### src/rtl/mem_arbiter_if.sv
// Requester and RAM signal bundle for mem_arbiter. The arbiter uses the slave
// modport; the requesters and the RAM model use master.
interface mem_arbiter_if #(
  parameter int unsigned DATA_WIDTH = 16,
  parameter int unsigned ADDR_WIDTH = 16,
  parameter int unsigned MEM_AW     = 12
);
  logic                  m0_req_i;
  logic                  m0_we_i;
  logic [ADDR_WIDTH-1:0] m0_addr_i;
  logic [DATA_WIDTH-1:0] m0_wdata_i;
  logic                  m0_ack_o;
  logic [DATA_WIDTH-1:0] m0_rdata_o;

  logic                  m1_req_i;
  logic                  m1_we_i;
  logic [ADDR_WIDTH-1:0] m1_addr_i;
  logic [DATA_WIDTH-1:0] m1_wdata_i;
  logic                  m1_ack_o;
  logic [DATA_WIDTH-1:0] m1_rdata_o;

  logic [MEM_AW-1:0]     mem_addr_o;
  logic [DATA_WIDTH-1:0] mem_wdata_o;
  logic                  mem_we_o;
  logic [DATA_WIDTH-1:0] mem_rdata_i;
  logic [1:0]            grant_o;

  modport slave (
    input  m0_req_i, m0_we_i, m0_addr_i, m0_wdata_i,
    output m0_ack_o, m0_rdata_o,
    input  m1_req_i, m1_we_i, m1_addr_i, m1_wdata_i,
    output m1_ack_o, m1_rdata_o,
    output mem_addr_o, mem_wdata_o, mem_we_o, grant_o,
    input  mem_rdata_i
  );

  modport master (
    output m0_req_i, m0_we_i, m0_addr_i, m0_wdata_i,
    input  m0_ack_o, m0_rdata_o,
    output m1_req_i, m1_we_i, m1_addr_i, m1_wdata_i,
    input  m1_ack_o, m1_rdata_o,
    input  mem_addr_o, mem_wdata_o, mem_we_o, grant_o,
    output mem_rdata_i
  );
endinterface

### src/rtl/mem_arbiter.sv
// Two-port arbiter/sequencer for a single-port synchronous RAM with a
// registered read. Each access runs IDLE -> ACCESS -> RESP -> IDLE.
module mem_arbiter #(
  parameter int unsigned DATA_WIDTH = 16,
  parameter int unsigned ADDR_WIDTH = 16,
  parameter int unsigned MEM_AW     = 12,
  parameter bit          FIXED_PRIO = 1'b0
) (
  input  logic         clk_i,
  input  logic         rst_i,
  mem_arbiter_if.slave bus
);

  typedef enum logic [1:0] {
    IDLE   = 2'd0,
    ACCESS = 2'd1,
    RESP   = 2'd2
  } state_e;

  state_e                state_q, state_d;
  logic [MEM_AW-1:0]     addr_q, addr_d;
  logic [DATA_WIDTH-1:0] wdata_q, wdata_d;
  logic                  we_q, we_d;
  logic [1:0]            grant_q, grant_d;
  logic [1:0]            ack_q, ack_d;
  logic                  last_q, last_d;   // 1 = port 1 was granted last

  logic                  pick0, pick1;
  logic [ADDR_WIDTH-1:0] sel_addr;
  logic [DATA_WIDTH-1:0] sel_wdata;
  logic                  sel_we;

  // Upper requester address bits are dropped on purpose.
  if (ADDR_WIDTH > MEM_AW) begin : g_addr_hi
    logic unused_addr_hi;
    assign unused_addr_hi = ^sel_addr[ADDR_WIDTH-1:MEM_AW];
  end

  // Next-state, arbitration and registered-output computation.
  always_comb begin
    state_d = state_q;
    addr_d  = addr_q;
    wdata_d = wdata_q;
    we_d    = we_q;
    grant_d = grant_q;
    last_d  = last_q;
    ack_d   = 2'b00;

    pick0     = bus.m0_req_i & (~bus.m1_req_i | FIXED_PRIO | last_q);
    pick1     = bus.m1_req_i & ~pick0;
    sel_addr  = pick1 ? bus.m1_addr_i  : bus.m0_addr_i;
    sel_wdata = pick1 ? bus.m1_wdata_i : bus.m0_wdata_i;
    sel_we    = pick1 ? bus.m1_we_i    : bus.m0_we_i;

    unique case (state_q)
      IDLE: begin
        if (pick0 | pick1) begin
          state_d = ACCESS;
          addr_d  = sel_addr[MEM_AW-1:0];
          wdata_d = sel_wdata;
          we_d    = sel_we;
          grant_d = {pick1, pick0};
          last_d  = pick1;
        end
      end
      ACCESS: begin
        state_d = RESP;
        we_d    = 1'b0;
        ack_d   = grant_q;
      end
      RESP: begin
        state_d = IDLE;
        grant_d = 2'b00;
      end
      default: state_d = IDLE;
    endcase
  end

  always_ff @(posedge clk_i) begin
    if (rst_i) begin
      state_q <= IDLE;
      addr_q  <= '0;
      wdata_q <= '0;
      we_q    <= 1'b0;
      grant_q <= 2'b00;
      ack_q   <= 2'b00;
      last_q  <= 1'b1;
    end else begin
      state_q <= state_d;
      addr_q  <= addr_d;
      wdata_q <= wdata_d;
      we_q    <= we_d;
      grant_q <= grant_d;
      ack_q   <= ack_d;
      last_q  <= last_d;
    end
  end

  assign bus.mem_addr_o  = addr_q;
  assign bus.mem_wdata_o = wdata_q;
  assign bus.mem_we_o    = we_q;
  assign bus.grant_o     = grant_q;
  assign bus.m0_ack_o    = ack_q[0];
  assign bus.m1_ack_o    = ack_q[1];

  // RAM read data reaches only the owner, and only during its ack cycle.
  assign bus.m0_rdata_o  = ack_q[0] ? bus.mem_rdata_i : '0;
  assign bus.m1_rdata_o  = ack_q[1] ? bus.mem_rdata_i : '0;

endmodule

### src/flat_wrapper.sv
// flat-port wrapper written by rule: the top's interface ports become plain ports
module mem_arbiter_flat 
#(
  parameter int unsigned DATA_WIDTH = 16,
  parameter int unsigned ADDR_WIDTH = 16,
  parameter int unsigned MEM_AW     = 12,
  parameter bit          FIXED_PRIO = 1'b0
)
  (clk_i, rst_i, bus_m0_req_i, bus_m0_we_i, bus_m0_addr_i, bus_m0_wdata_i, bus_m0_ack_o, bus_m0_rdata_o, bus_m1_req_i, bus_m1_we_i, bus_m1_addr_i, bus_m1_wdata_i, bus_m1_ack_o, bus_m1_rdata_o, bus_mem_addr_o, bus_mem_wdata_o, bus_mem_we_o, bus_grant_o, bus_mem_rdata_i);
  mem_arbiter_if #(.DATA_WIDTH(DATA_WIDTH), .ADDR_WIDTH(ADDR_WIDTH), .MEM_AW(MEM_AW)) bus_i ();
  input  logic clk_i;
  input  logic rst_i;
  input wire logic [$bits(bus_i.m0_req_i)-1:0] bus_m0_req_i;
  input wire logic [$bits(bus_i.m0_we_i)-1:0] bus_m0_we_i;
  input wire logic [$bits(bus_i.m0_addr_i)-1:0] bus_m0_addr_i;
  input wire logic [$bits(bus_i.m0_wdata_i)-1:0] bus_m0_wdata_i;
  output wire logic [$bits(bus_i.m0_ack_o)-1:0] bus_m0_ack_o;
  output wire logic [$bits(bus_i.m0_rdata_o)-1:0] bus_m0_rdata_o;
  input wire logic [$bits(bus_i.m1_req_i)-1:0] bus_m1_req_i;
  input wire logic [$bits(bus_i.m1_we_i)-1:0] bus_m1_we_i;
  input wire logic [$bits(bus_i.m1_addr_i)-1:0] bus_m1_addr_i;
  input wire logic [$bits(bus_i.m1_wdata_i)-1:0] bus_m1_wdata_i;
  output wire logic [$bits(bus_i.m1_ack_o)-1:0] bus_m1_ack_o;
  output wire logic [$bits(bus_i.m1_rdata_o)-1:0] bus_m1_rdata_o;
  output wire logic [$bits(bus_i.mem_addr_o)-1:0] bus_mem_addr_o;
  output wire logic [$bits(bus_i.mem_wdata_o)-1:0] bus_mem_wdata_o;
  output wire logic [$bits(bus_i.mem_we_o)-1:0] bus_mem_we_o;
  output wire logic [$bits(bus_i.grant_o)-1:0] bus_grant_o;
  input wire logic [$bits(bus_i.mem_rdata_i)-1:0] bus_mem_rdata_i;
  assign bus_i.m0_req_i = bus_m0_req_i;
  assign bus_i.m0_we_i = bus_m0_we_i;
  assign bus_i.m0_addr_i = bus_m0_addr_i;
  assign bus_i.m0_wdata_i = bus_m0_wdata_i;
  assign bus_m0_ack_o = bus_i.m0_ack_o;
  assign bus_m0_rdata_o = bus_i.m0_rdata_o;
  assign bus_i.m1_req_i = bus_m1_req_i;
  assign bus_i.m1_we_i = bus_m1_we_i;
  assign bus_i.m1_addr_i = bus_m1_addr_i;
  assign bus_i.m1_wdata_i = bus_m1_wdata_i;
  assign bus_m1_ack_o = bus_i.m1_ack_o;
  assign bus_m1_rdata_o = bus_i.m1_rdata_o;
  assign bus_mem_addr_o = bus_i.mem_addr_o;
  assign bus_mem_wdata_o = bus_i.mem_wdata_o;
  assign bus_mem_we_o = bus_i.mem_we_o;
  assign bus_grant_o = bus_i.grant_o;
  assign bus_i.mem_rdata_i = bus_mem_rdata_i;
  mem_arbiter #(.DATA_WIDTH(DATA_WIDTH), .ADDR_WIDTH(ADDR_WIDTH), .MEM_AW(MEM_AW), .FIXED_PRIO(FIXED_PRIO)) u_core (.clk_i(clk_i), .rst_i(rst_i), .bus(bus_i));
endmodule
### config.mk
export PLATFORM = sky130hd
export DESIGN_NAME = mem_arbiter_flat
export DESIGN_NICKNAME = d
export VERILOG_FILES = /design/src/rtl/mem_arbiter_if.sv /design/src/rtl/mem_arbiter.sv /design/src/flat_wrapper.sv
export SDC_FILE = /design/constraint.sdc
export NUM_CORES = 1
export LEC_CHECK = 0
export BUFFER_PORTS_ARGS = -buffer_cell sky130_fd_sc_hd__buf_2
export CORE_AREA = 2 2 62 93
export CTS_BUF_LIST = sky130_fd_sc_hd__clkbuf_8 sky130_fd_sc_hd__clkbuf_16
export CTS_CLUSTER_SIZE = 20
export DETAILED_ROUTE_END_ITERATION = 10
export DIE_AREA = 0 0 64 95
export PLACE_DENSITY = 0.8
export SLEW_MARGIN = 20
export SYNTH_ARGS = -nofsm -noshare
export SYNTH_HDL_FRONTEND = slang
export SYNTH_SLANG_ARGS = --single-unit
### constraint.sdc
create_clock -name clk_i -period 1.61 [get_ports clk_i]
set_input_delay 0.322 -clock clk_i [delete_from_list [all_inputs] [get_ports clk_i]]
set_output_delay 0.322 -clock clk_i [all_outputs]
set_load 0.05 [all_outputs]
==> impl_metrics.py <==
metrics = {
    "grt": {
        "grt_overflow": 0,
        "grt_pass1_wl_microns": 8680,
        "grt_pass1_vias": 1897,
        "track_usage_pct": 18.4,
        "grt_max_degree": 31,
        "antenna_found_initial": 0,
    },
    "synth": {
        "yosys_register_bits": 36,
        "synth_enable_flop_cells": 0,
        "synthTopCellsByCount": "nand2_1, dfxtp_1, and2_1",
        "yosysUniqueCellTypes": 24,
        "yosysMostFrequentCell": "nand2_1",
        "synthesis.area_sq_um": 2030,
        "synthArstFlopShare_pct": 0,
        "synthTopCellsByArea": "dfxtp_1, a311oi_2, nand2_1",
        "syn_nets": 312,
        "ys_seq_area_share_pct": 35.4,
        "avgSynthCellArea_sq_um": 9.00,
        "synth_largest_area_cell": "dfxtp_1",
        "ys_warn_count": 0,
        "synth_cells": 226,
        "synth_ff_type": "dfxtp_1",
        "synth.top_cell.area_share_pct": 35.4,
    },
    "clock_network": {
        "cts_max_path_buffers": 2,
        "clk_pin_slew_ns": 0.08,
        "clock-sinks": 36,
        "cts_tree": "built",
        "htreeDepth": 2,
        "cts_hold_buf": 0,
        "clock_latency_ns": 0.29,
        "cts_made_buffers": 5,
        "cts_root_buffer": "clkbuf_8",
    },
    "power_and_ir_drop": {
        "ir_drop_mv": 0.653,
        "pwr_density_cell_nw_per_um2": 981,
        "p_leak_nw": 1.44,
    },
    "setup_path": {
        "endpoint_kind": "output pin",
        "crit_required_ns": 1.29,
        "critical_path_class": "reg2out",
        "startpoint_type": "flop",
        "cp_slowest_cell": "dfxtp_2",
        "critPathMaxFanout": 17,
        "crit_chain": "and2_1, buf_2",
        "slowest_delay_ns": 0.46,
        "critPathArrivalTime_ns": 1.22,
    },
    "floorplan": {
        "dieArea_sq_um": 6080,
        "io_pins": 151,
        "initial_core_util_pct": 38.2,
        "core_sq_um": 5330,
        "die_x_microns": 64,
        "fp-row-count": 33,
        "chipHeight_microns": 95,
    },
    "timing": {
        "tightest_slew_ns": 0.497,
        "finalSetupViolations": 0,
        "fin_ws_ns": 0.0677,
        "finClkSkew_ns": 0.00662,
        "min_period_over_period_pct": 95.8,
        "max_freq_mhz": 648,
        "rsz0062_at_grt": "false",
        "whs_ns": 0.308,
        "tns_ns": 0,
        "slew_headroom_pct": 66.9,
        "min_period_ns": 1.54,
        "hold_viol": 0,
        "slew_viol_final": 0,
    },
    "min_path": {
        "hold_path_class": "in2reg",
    },
    "run": {
        "maxCapViolCount": 0,
    },
    "final_layout": {
        "diodes": 0,
        "multi_input_area_sq_um": 1180,
        "layout-drive-gt1-share_pct": 56.0,
        "fillCellCount": 460,
        "area_growth_syn_to_layout_pct": 43.4,
        "register_area_sq_um": 723,
        "nets": 449,
    },
    "placed_design": {
        "dp_hpwl_microns": 4240,
        "gp_congestion": 0.718,
        "portBuffers": 142,
        "pre_cts_slack_ns": 0.183,
    },
    "detailed_routing": {
        "drc_errors": 0,
        "post_drt_wl_per_cell_microns": 12.9,
        "drtIter0Drc": 35,
        "vias": 2158,
        "ant_nets": 0,
        "routed_via_density": 4.97,
        "routed_wl_microns": 5600,
        "drt_pass1_iterations": 5,
    },
    "run_status": {
        "status": "completed",
    },
}
flip-flops by register name, summed over array words and instances, names as in the netlist:
name and count:
u_core.ack_q 2, u_core.last_q 1, u_core.bus.mem_we_o 1, u_core.state_q 2, u_core.bus.mem_addr_o 12, u_core.bus.grant_o 2
u_core.bus.mem_wdata_o 16
layout make-up:
type                            count  area share (%)
Multi-Input combinational cell    169            40.3
Sequential cell                    36            24.8
Timing Repair Buffer              151            28.1
Clock buffer                        5            2.36
Clock inverter                      3            1.46
Tap cell                           70            3.00
layer usage:
metal	global-route usage (%)	routed length [microns]
met5	0	0
met4	9.60	109
met3	3.69	459
met2	35.0	3050
met1	18.4	1980
repair_timing:
item / 4_1_cts / 5_1_grt
endpoints found under the setup margin: 0 / 1
gates resized for setup: 0 / 1
buffers inserted: 0 / 0
stage by stage:
stage / util [%] / power (mW) / instance area [sq um] / cells
CTS: 54.7 / 2.89 / 2910 / 434
finish: 54.8 / 2.86 / 2920 / 434
global placement: 52.6 / 2.07 / 2800 / 426
global route: 54.8 / 2.99 / 2920 / 434
detailed placement: 52.6 / 2.09 / 2800 / 426
floorplan: - / 1.82 / 2040 / 226
path summary, 6_finish.rpt:
check,from,to,slack [ns],cells after the start
min reg2reg,u_core.bus.grant_o[0],u_core.ack_q[0],0.48,1
max,u_core.ack_q[1],bus_m1_rdata_o[8],0.07,2
max reg2reg,u_core.state_q[1],u_core.bus.mem_wdata_o[9],0.27,3
min,bus_m0_wdata_i[3],u_core.bus.mem_wdata_o[3],0.31,3
critical path, delay by kind of cell, from the launching register on:
kind                   cells  cell delay [ns]
DFF                        1             0.46
buffers and inverters      1             0.27
and+or+nand+nor            1             0.20
where the power goes:
part	leakage [nW]	internal [mW]	total (mW)	switching (mW)
combinational	1.08	0.330	1.01	0.682
sequential	0.300	0.989	1.05	0.0606
clock	0.0541	0.458	0.799	0.340
cell families after synthesis:
kind of cell | Yosys count | share of synthesized area, %
DFF | 36 | 35.4
AOI/OAI and AO/OA | 65 | 33.0
buffers and inverters | 21 | 7.01
and+or+nand+nor | 104 | 24.5
cell usage in the layout, fill, tap and decap left out, types with 3 or more instances in the layout:
cell      instances
buf_12            3
clkbuf_8          5
buf_2           141
dfxtp_1          34
buf_4             6
a311oi_2         29
a21oi_2          10
a21oi_1          20
nand2_1          60
and2_1           34
nor2_1            3
Note: power is estimated with default switching activity, not from simulation.
